--- config.mk ---
export PLATFORM = sky130hd
export DESIGN_NAME = serial_adder_ctrl
export DESIGN_NICKNAME = d
export VERILOG_FILES = /design/src/rtl/serial_adder_ctrl.sv
export SDC_FILE = /design/constraint.sdc
export NUM_CORES = 1
export LEC_CHECK = 0
export CAP_MARGIN = 0
export CELL_PAD_IN_SITES_DETAIL_PLACEMENT = 0
export CELL_PAD_IN_SITES_GLOBAL_PLACEMENT = 1
export CORE_ASPECT_RATIO = 1.2
export CORE_MARGIN = 2
export CORE_UTILIZATION = 41
export CTS_CLUSTER_SIZE = 40
export DETAILED_ROUTE_END_ITERATION = 8
export GPL_TIMING_DRIVEN = 1
export HOLD_SLACK_MARGIN = 0.15
export PLACE_DENSITY_LB_ADDON = 0.1
export SYNTH_ARGS = -nofsm -noshare
export SYNTH_HDL_FRONTEND = slang
export SYNTH_SLANG_ARGS = --single-unit
--- constraint.sdc ---
create_clock -name clk -period 2.8 [get_ports clk]
set_clock_uncertainty 0.2 [all_clocks]
set_input_delay 0.28 -clock clk [delete_from_list [all_inputs] [get_ports clk]]
set_output_delay 0.28 -clock clk [all_outputs]
set_load 0.05 [all_outputs]
--- src/rtl/serial_adder_ctrl.sv ---
// serial_adder_ctrl -- bit-serial adder/subtractor with a small control FSM.
//
// Purpose: one operation per start request. Operands are latched in IDLE and
// processed LSB first, one bit per clock, through a single full-adder stage
// and a carry flip-flop. The registered result appears together with a
// one-cycle done pulse.
//
// Ports:
//   clk    in   rising-edge clock
//   reset  in   synchronous, active-high reset
//   start  in   begin an operation (honoured only in IDLE)
//   sub    in   0 = a + b + cin, 1 = a - b (cin ignored)
//   a, b   in   WIDTH-bit operands, sampled with start
//   cin    in   carry-in for add
//   sum    out  registered result of the last completed operation
//   cout   out  registered carry-out (sub: 1 = no borrow)
//   ovf    out  registered two's-complement overflow
//   busy   out  high while bits are being processed
//   done   out  one-cycle pulse when sum/cout/ovf update
module serial_adder_ctrl #(
    parameter int WIDTH = 8
) (
    input  logic             clk,
    input  logic             reset,
    input  logic             start,
    input  logic             sub,
    input  logic [WIDTH-1:0] a,
    input  logic [WIDTH-1:0] b,
    input  logic             cin,
    output logic [WIDTH-1:0] sum,
    output logic             cout,
    output logic             ovf,
    output logic             busy,
    output logic             done
);

    // Counter only needs to reach WIDTH-1; WIDTH >= 2 keeps CW >= 1.
    localparam int CW = $clog2(WIDTH);

    typedef enum logic [1:0] {
        IDLE  = 2'd0,
        SHIFT = 2'd1,
        DONE  = 2'd2
    } state_t;

    state_t           state_q, state_d;
    logic [WIDTH-1:0] a_q, a_d;
    logic [WIDTH-1:0] b_q, b_d;
    logic [WIDTH-1:0] res_q, res_d;
    logic [WIDTH-1:0] sum_q, sum_d;
    logic [CW-1:0]    cnt_q, cnt_d;
    logic             carry_q, carry_d;
    logic             cout_q, cout_d;
    logic             ovf_q, ovf_d;

    // Single full-adder stage fed by the operand LSBs and the carry FF.
    logic fa_x, fa_y, fa_s, fa_co;
    logic [WIDTH-1:0] res_next;

    always_comb begin
        fa_x     = a_q[0];
        fa_y     = b_q[0];
        fa_s     = fa_x ^ fa_y ^ carry_q;
        fa_co    = (fa_x & fa_y) | (fa_x & carry_q) | (fa_y & carry_q);
        // Result bits enter at the MSB and walk down, so after WIDTH shifts
        // the first (LSB) result bit sits in bit 0.
        res_next = {fa_s, res_q[WIDTH-1:1]};
    end

    always_comb begin
        state_d = state_q;
        a_d     = a_q;
        b_d     = b_q;
        res_d   = res_q;
        sum_d   = sum_q;
        cnt_d   = cnt_q;
        carry_d = carry_q;
        cout_d  = cout_q;
        ovf_d   = ovf_q;

        case (state_q)
            IDLE: begin
                if (start) begin
                    a_d     = a;
                    // Subtract is a + ~b + 1: invert b and preset the carry.
                    b_d     = sub ? ~b : b;
                    carry_d = sub ? 1'b1 : cin;
                    cnt_d   = '0;
                    state_d = SHIFT;
                end
            end
            SHIFT: begin
                res_d   = res_next;
                carry_d = fa_co;
                a_d     = a_q >> 1;
                b_d     = b_q >> 1;
                cnt_d   = cnt_q + CW'(1);
                if (cnt_q == CW'(WIDTH - 1)) begin
                    state_d = DONE;
                    cnt_d   = '0;
                    sum_d   = res_next;
                    cout_d  = fa_co;
                    // On the last bit carry_q is the carry into the MSB.
                    ovf_d   = carry_q ^ fa_co;
                end
            end
            DONE: begin
                state_d = IDLE;
            end
            default: begin
                state_d = IDLE;
            end
        endcase
    end

    always_ff @(posedge clk) begin
        if (reset) begin
            state_q <= IDLE;
            a_q     <= '0;
            b_q     <= '0;
            res_q   <= '0;
            sum_q   <= '0;
            cnt_q   <= '0;
            carry_q <= 1'b0;
            cout_q  <= 1'b0;
            ovf_q   <= 1'b0;
        end else begin
            state_q <= state_d;
            a_q     <= a_d;
            b_q     <= b_d;
            res_q   <= res_d;
            sum_q   <= sum_d;
            cnt_q   <= cnt_d;
            carry_q <= carry_d;
            cout_q  <= cout_d;
            ovf_q   <= ovf_d;
        end
    end

    assign sum  = sum_q;
    assign cout = cout_q;
    assign ovf  = ovf_q;
    assign busy = (state_q == SHIFT);
    assign done = (state_q == DONE);

endmodule
==> reports/qor.yml, run 1 <==
status:
  outcome: "finished clean"
timing:
  drv_slew: 0
  tightest_slew_ns: 0.614
  slew_headroom_pct: 59.0
  finalSetupViolCount: 0
  finalCritPeriodShare_pct: 80.6
  final.setup.tns_ns: 0
  rsz0062_at_grt: "false"
  period_minus_slack_ns: 2.26
  max_clock_freq_mhz: 443
  timing.final.hold_violations: 0
yosys:
  synth_async_sr_flop_share_pct: 0
  synthesis_stage_register_bit_count: 39
  number_of_enable_flip_flop_cells_after_synthesis: 0
  synth.yosys.seq_area_share_pct: 44.8
  ys_dominant_reg_cell: "dfxtp_1"
  syn_nets: 222
  synth_cell_type_count: 37
  netlist_area_um2: 1740
  synthesis.instances: 198
  postSynthAreaPerCell_um2: 8.80
  ys.warnings.count: 0
clock_network:
  cts-buffers-inserted: 5
  cts_resized: 0
  cts_tree: "done"
  cts_max_level: 2
  clockRootBuffer: "clkbuf_8"
  clkSlewWorstSetupHoldPaths_ns: 0.07
  worstSkewPairLatency_ns: 0.29
  post-cts-setup-buffer-count: 0
  number_of_buffers_on_the_longest_clock_path: 2
  num_clock_sinks: 39
  cts_hold_buffers: 0
route:
  drt-initial-drc-count: 65
  wire_per_inst_um: 12.4
  total_number_of_vias: 1462
  drc: 0
  drt_wl_total_mm: 3.50
  ant_nets: 0
  avgViaCountPerCell: 5.18
  drtPass1Iterations: 4
setup_path:
  timing.rr.end: "ovf$_SDFFE_PP0P_"
  cp.required_ns: 2.32
  setup_slack_of_the_most_critical_reg_to_reg_path_ns: 0.90
  cp_max_fo: 15
  element_type_at_the_critical_path_end: "output pin"
  crit_start_category: "flip-flop"
  r2r-start: "state_q[0]$_SDFFE_PP0P_"
  path_class: "reg -> out"
  cp_data_arrival_time_ns: 1.78
  r2r_cells: 4
layout:
  fillers: 389
  fin_nets: 251
  final_area_um2: 2190
  syn2layout_area_growth_pct: 25.8
  final_layout_size_suffix_gt1_share_pct: 9.65
  n_antenna_cell: 0
global_route:
  largest_net_degree_at_the_start_of_global_routing: 22
  grt_pass1_vias: 1419
  antenna_violations_before_repair: 0
  grt_first_pass_wirelength_mm: 6.10
  grtUsageTotal_pct: 16.5
  globalRouteOverflowTotal: 0
place:
  gp_routability_congestion: 0.721
  dpl_cell_area_um2: 2060
  dpl.hpwl_mm: 2.48
  port_buffers: 32
floorplanning:
  io_pins: 33
  core_area_um2: 4000
  die_w_um: 63.5
  die_h_um: 75.4
  design.die.area_um2: 4790
  initial_core_util_pct: 43.5
  floorplan.rows: 25
worst_hold_path:
  worstHoldStart: "sum[0]$_SDFFE_PP0P_"
  hold_depth: 2
  worstHoldPathType: "reg -> reg"
  min_to: "sum[0]$_SDFFE_PP0P_"
run:
  max_cap_viol_count: 0
power_and_ir_drop:
  cellLeakagePower_nw: 0.819
  ratio_of_total_power_to_cell_area_nw_per_um2: 586
  peakVddDrop_mv: 0.444
-- power breakdown --
group | internal, mW | total (mW) | leakage [nW] | switching [mW]
clock | 0.356 | 0.546 | 0.0654 | 0.190
combinational | 0.0733 | 0.141 | 0.436 | 0.0672
sequential | 0.578 | 0.598 | 0.318 | 0.0199
total | 1.01 | 1.29 | 0.819 | 0.277
-- registers in the layout (all words and copies together), names as in the netlist --
name	cells
state_q	2
ovf	1
cout	1
a_q	8
res_q	7
carry_q	1
b_q	8
cnt_q	3
sum	8
-- cells in the mapped netlist, types with 2 or more instances --
library cell | number | area, µm²
nand2_1 | 36 | 135
o221a_2 | 3 | 33.8
nor2_1 | 19 | 71.3
xnor2_1 | 8 | 70.1
clkbuf_1 | 2 | 7.51
inv_1 | 5 | 18.8
dfxtp_1 | 39 | 781
o22ai_1 | 7 | 43.8
a21oi_1 | 25 | 125
and2b_1 | 4 | 30.0
ha_1 | 2 | 25.0
buf_6 | 3 | 33.8
buf_4 | 5 | 37.5
o221a_1 | 4 | 45.0
o21ai_0 | 2 | 10.0
a22oi_1 | 11 | 82.6
buf_2 | 3 | 15.0
-- metal layers --
layer  part of all wire (%)  vias up  GRT usage (%)
met2                     53       43           31.1
met3                    5.5        5           4.43
li1                       -      750              -
met4                    1.7        0           7.97
met5                      0        -              0
met1                     40      664           17.2
-- layout by cell type, fill, tap and decap left out, types with 2 or more instances in the layout --
| cell type | n |
|---|---|
| a21oi_1 | 25 |
| o22ai_1 | 7 |
| nor2_1 | 19 |
| and2b_1 | 4 |
| a22oi_1 | 11 |
| clkbuf_8 | 5 |
| o21ai_0 | 2 |
| dfxtp_1 | 39 |
| nand2_1 | 36 |
| o221a_1 | 4 |
| ha_1 | 2 |
| clkdlybuf4s50_1 | 31 |
| inv_1 | 5 |
| xnor2_1 | 8 |
| o221a_2 | 3 |
| bufinv_16 | 2 |
| buf_4 | 5 |
-- critical path: stages (launching register included) --
cell and delay, ns:
dfxtp_1 0.67, nor2b_1 0.10, clkdlybuf4s50_1 0.72
-- kinds of logic after synthesis --
logic type,share of synthesized area [%]
flops,44.8
simple gates,17.5
mux,0.861
fa+ha+maj,2.58
buf+inv,7.04
xor+xnor,4.52
compound gates,22.7
-- how the worst max path moves through the flow --
stage | slack, ns | end | from | depth (start not counted)
finish | 0.54 | done | state_q[0]$_SDFFE_PP0P_ | 2
global route | 0.46 | busy | state_q[0]$_SDFFE_PP0P_ | 3
CTS | 0.53 | done | state_q[0]$_SDFFE_PP0P_ | 2
detailed placement | 0.80 | carry_q$_SDFFE_PP0P_ | reset | 3
global placement | 0.79 | carry_q$_SDFFE_PP0P_ | reset | 3
floorplan | 0.92 | done | state_q[1]$_SDFFE_PP0P_ | 3
-- stage by stage --
| stage | std cells | utilization [%] | power, mW | setup WS [ns] | hold slack [ns] |
|---|---|---|---|---|---|
| final | 282 | 54.8 | 1.29 | 0.542 | 0.253 |
| after global routing | 282 | 54.8 | 1.35 | 0.462 | 0.288 |
| after CTS | 282 | 54.8 | 1.30 | 0.533 | 0.255 |
| after detailed placement | 274 | 51.5 | 0.752 | 0.805 | 0.245 |
| after global placement | 274 | 51.5 | 0.747 | 0.789 | 0.241 |
| after floorplan | 198 | - | 0.706 | 0.924 | 0.232 |
-- layout make-up --
class                   count  area (µm²)  area share [%]
clock buffers               6        72.6            3.31
clock inverters             2        60.1            2.74
inverters                   6        25.0            1.14
multi-input cells         139         840            38.3
flip-flops and latches     39         781            35.6
well taps                  54        67.6            3.08
repair buffers             36         348            15.9
(Power assumes the default switching activity.)
==> run 2, diff against run 1 <==
- CORE_UTILIZATION: 41 -> 34
- clock period: 2.8 -> 1.95 ns (I/O delays scaled with it)
==> reports/qor.yml, run 2 (synthesis gave the netlist of run 1 again) <==
status:
  outcome: "finished clean"
timing:
  tightest_slew_ns: 0.769  # +0.155 ns
  rsz0062_at_grt: "false"
  max_clock_freq_mhz: 549
  slew_headroom_pct: 48.6  # -10 points
  final.setup.tns_ns: 0  # unchanged
  period_minus_slack_ns: 1.82
  finalCritPeriodShare_pct: 93.3
  timing.final.hold_violations: 0  # unchanged
  finalSetupViolCount: 0  # unchanged
  fin_ws_ns: 0.130  # -0.412 ns
  drv_slew: 0  # unchanged
layout:
  multiInputGateArea_um2: 841  # +0.15%
  fillers: 511  # +31%
  most_common_cell_after_layout_fill_and_taps_aside: "dfxtp_1"
  n_antenna_cell: 0  # unchanged
  final_layout_size_suffix_gt1_share_pct: 12.6  # +3.0 points
  fin_nets: 254  # +1.2%
  seqCellArea_um2: 782  # +0.16%
  syn2layout_area_growth_pct: 26.3
  commonest_non_fill_non_tap_cells_in_the_layout: "38 x dfxtp_1, 36 x nand2_1, 29 x clkdlybuf4s50_1, 25 x a21oi_1, 19 x nor2_1"
  layout_utilization_pct: 44.6  # -10 points
power_and_ir_drop:
  power.clock.fraction_pct: 33.6  # -8.9 points
  switching_power_total_mw: 0.391  # +41%
  peakVddDrop_mv: 0.380  # -14%
  ratio_of_total_power_to_cell_area_nw_per_um2: 732  # +25%
  share_comb_of_total_power_pct: 13.2  # +2.3 points
  power.sequential.fraction_pct: 53.2  # +6.6 points
  cellLeakagePower_nw: 0.826  # +0.83%
  swShare_pct: 24.3  # +2.7 points
  cellInternalPower_mw: 1.22  # +21%
route:
  avgViaCountPerCell: 4.98  # -4.0%
  drt-initial-drc-count: 65  # unchanged
  drtPass1Iterations: 4  # unchanged
  ant_nets: 0  # unchanged
  drt_wl_total_mm: 3.71  # +6.2%
  wire_per_inst_um: 12.8  # +3.3%
  total_number_of_vias: 1443  # -1.3%
  drc: 0  # unchanged
place:
  port_buffers: 32  # unchanged
  dp_worst_setup_slack_ns: 0.0799  # -0.725 ns
  gp_routability_congestion: 0.706  # -2.0%
  dpl.hpwl_mm: 2.63  # +5.7%
floorplanning:
  design.die.area_um2: 5720  # +19%
  die_h_um: 82.4  # +9.3%
  core_area_um2: 4940  # +23%
  initial_core_util_pct: 35.3  # -8.2 points
  floorplan.rows: 28  # +12%
  io_pins: 33  # unchanged
  die_w_um: 69.4  # +9.2%
run:
  max_cap_viol_count: 0  # unchanged
clock_network:
  worstSkewPairLatency_ns: 0.28  # about the same
  clockRootBuffer: "clkbuf_8"
  cts_tree: "done"
  num_clock_sinks: 39  # unchanged
  cts_max_level: 2  # unchanged
  clkSlewWorstSetupHoldPaths_ns: 0.07  # about the same
  cts-buffers-inserted: 5  # unchanged
  number_of_buffers_on_the_longest_clock_path: 2  # unchanged
  cts_hold_buffers: 0  # unchanged
global_route:
  grtUsageTotal_pct: 14.1  # -2.4 points
  globalRouteOverflowTotal: 0  # unchanged
  antenna_violations_before_repair: 0  # unchanged
  grt_first_pass_wirelength_mm: 6.43  # +5.4%
  grt_pass1_vias: 1398  # -1.5%
  largest_net_degree_at_the_start_of_global_routing: 23  # +4.5%
setup_path:
  cp_max_fo: 2  # -13
  cp_data_arrival_time_ns: 1.42  # -0.36 ns
  cp_cell_instances: "clkdlybuf4s50_1"
  element_type_at_the_critical_path_end: "output pin"
  path_class: "reg -> out"
  critical_path.top_delay_family: "buffers and inverters"
  crit_start_category: "flip-flop"
  cp.required_ns: 1.55  # -0.77 ns
  slowest_stage_delay_on_critical_path_ns: 0.80  # +0.08 ns
  worst-path-buf-inv: 1  # unchanged
  slowest_stage: "clkdlybuf4s50_1"
worst_hold_path:
  worstHoldPathType: "reg -> reg"
[run 2: what timing repair did]
item / 4_1_cts / 5_1_grt
buffers inserted: 0 / 0
resized for setup: 1 / 1
hold endpoints to repair: 0 / 0
gates cloned: 0 / 0
endpoints found under the setup margin: 1 / 1
[run 2: stage by stage]
step | cell area [µm²] | power [mW] | std cells | hold slack, ns
floorplan | 1740 | 1.01 | 198 | 0.158
global placement | 2110 | 1.08 | 283 | 0.238
detailed placement | 2110 | 1.09 | 283 | 0.249
CTS | 2200 | 1.64 | 290 | 0.260
global route | 2200 | 1.70 | 290 | 0.282
finish | 2200 | 1.61 | 290 | 0.255
[run 2: cell type report]
cell class / instances / share of cell area, %
tap: 60 / 3.41
multi-input combinational: 139 / 38.2
sequential: 39 / 35.5
inverter: 6 / 1.14
clock inverter: 1 / 0.227
timing repair buffer: 39 / 17.7
clock buffer: 6 / 3.75
[run 2: path summary, 6_finish.rpt]
kind | from | endpoint | slack (ns) | cells after the start
setup / recovery | cout$_SDFFE_PP0P_ | cout | 0.13 | 1
hold / removal | sum[0]$_SDFFE_PP0P_ | sum[0]$_SDFFE_PP0P_ | 0.25 | 2
setup reg to reg | cnt_q[0]$_SDFFE_PP0P_ | ovf$_SDFFE_PP0P_ | 0.26 | 5
hold reg to reg | sum[0]$_SDFFE_PP0P_ | sum[0]$_SDFFE_PP0P_ | 0.25 | 2
[run 2: layer usage]
layer	vias to the layer above	share of wire, %	track usage, %
li1	743	-	-
met1	663	44	16.7
met2	32	50	25.3
met3	5	4.7	3.40
met4	0	1.3	4.71
met5	-	0	0
[run 2: worst reg2reg max path: cells and delay by family (launching register included)]
kind / cells / cell delay, ns
fa+ha+maj: 2 / 0.42
simple gates: 2 / 0.43
flops: 1 / 0.36
compound gates: 1 / 0.19
[run 2: power groups by stage]
stage	clock network [mW]	registers, mW	logic, mW
5_1_grt	0.603	0.864	0.236
3_5_place_dp	0	0.876	0.215
4_1_cts	0.565	0.858	0.215
3_3_place_gp	0	0.875	0.210
6_report	0.541	0.858	0.213
2_1_floorplan	0	0.867	0.148
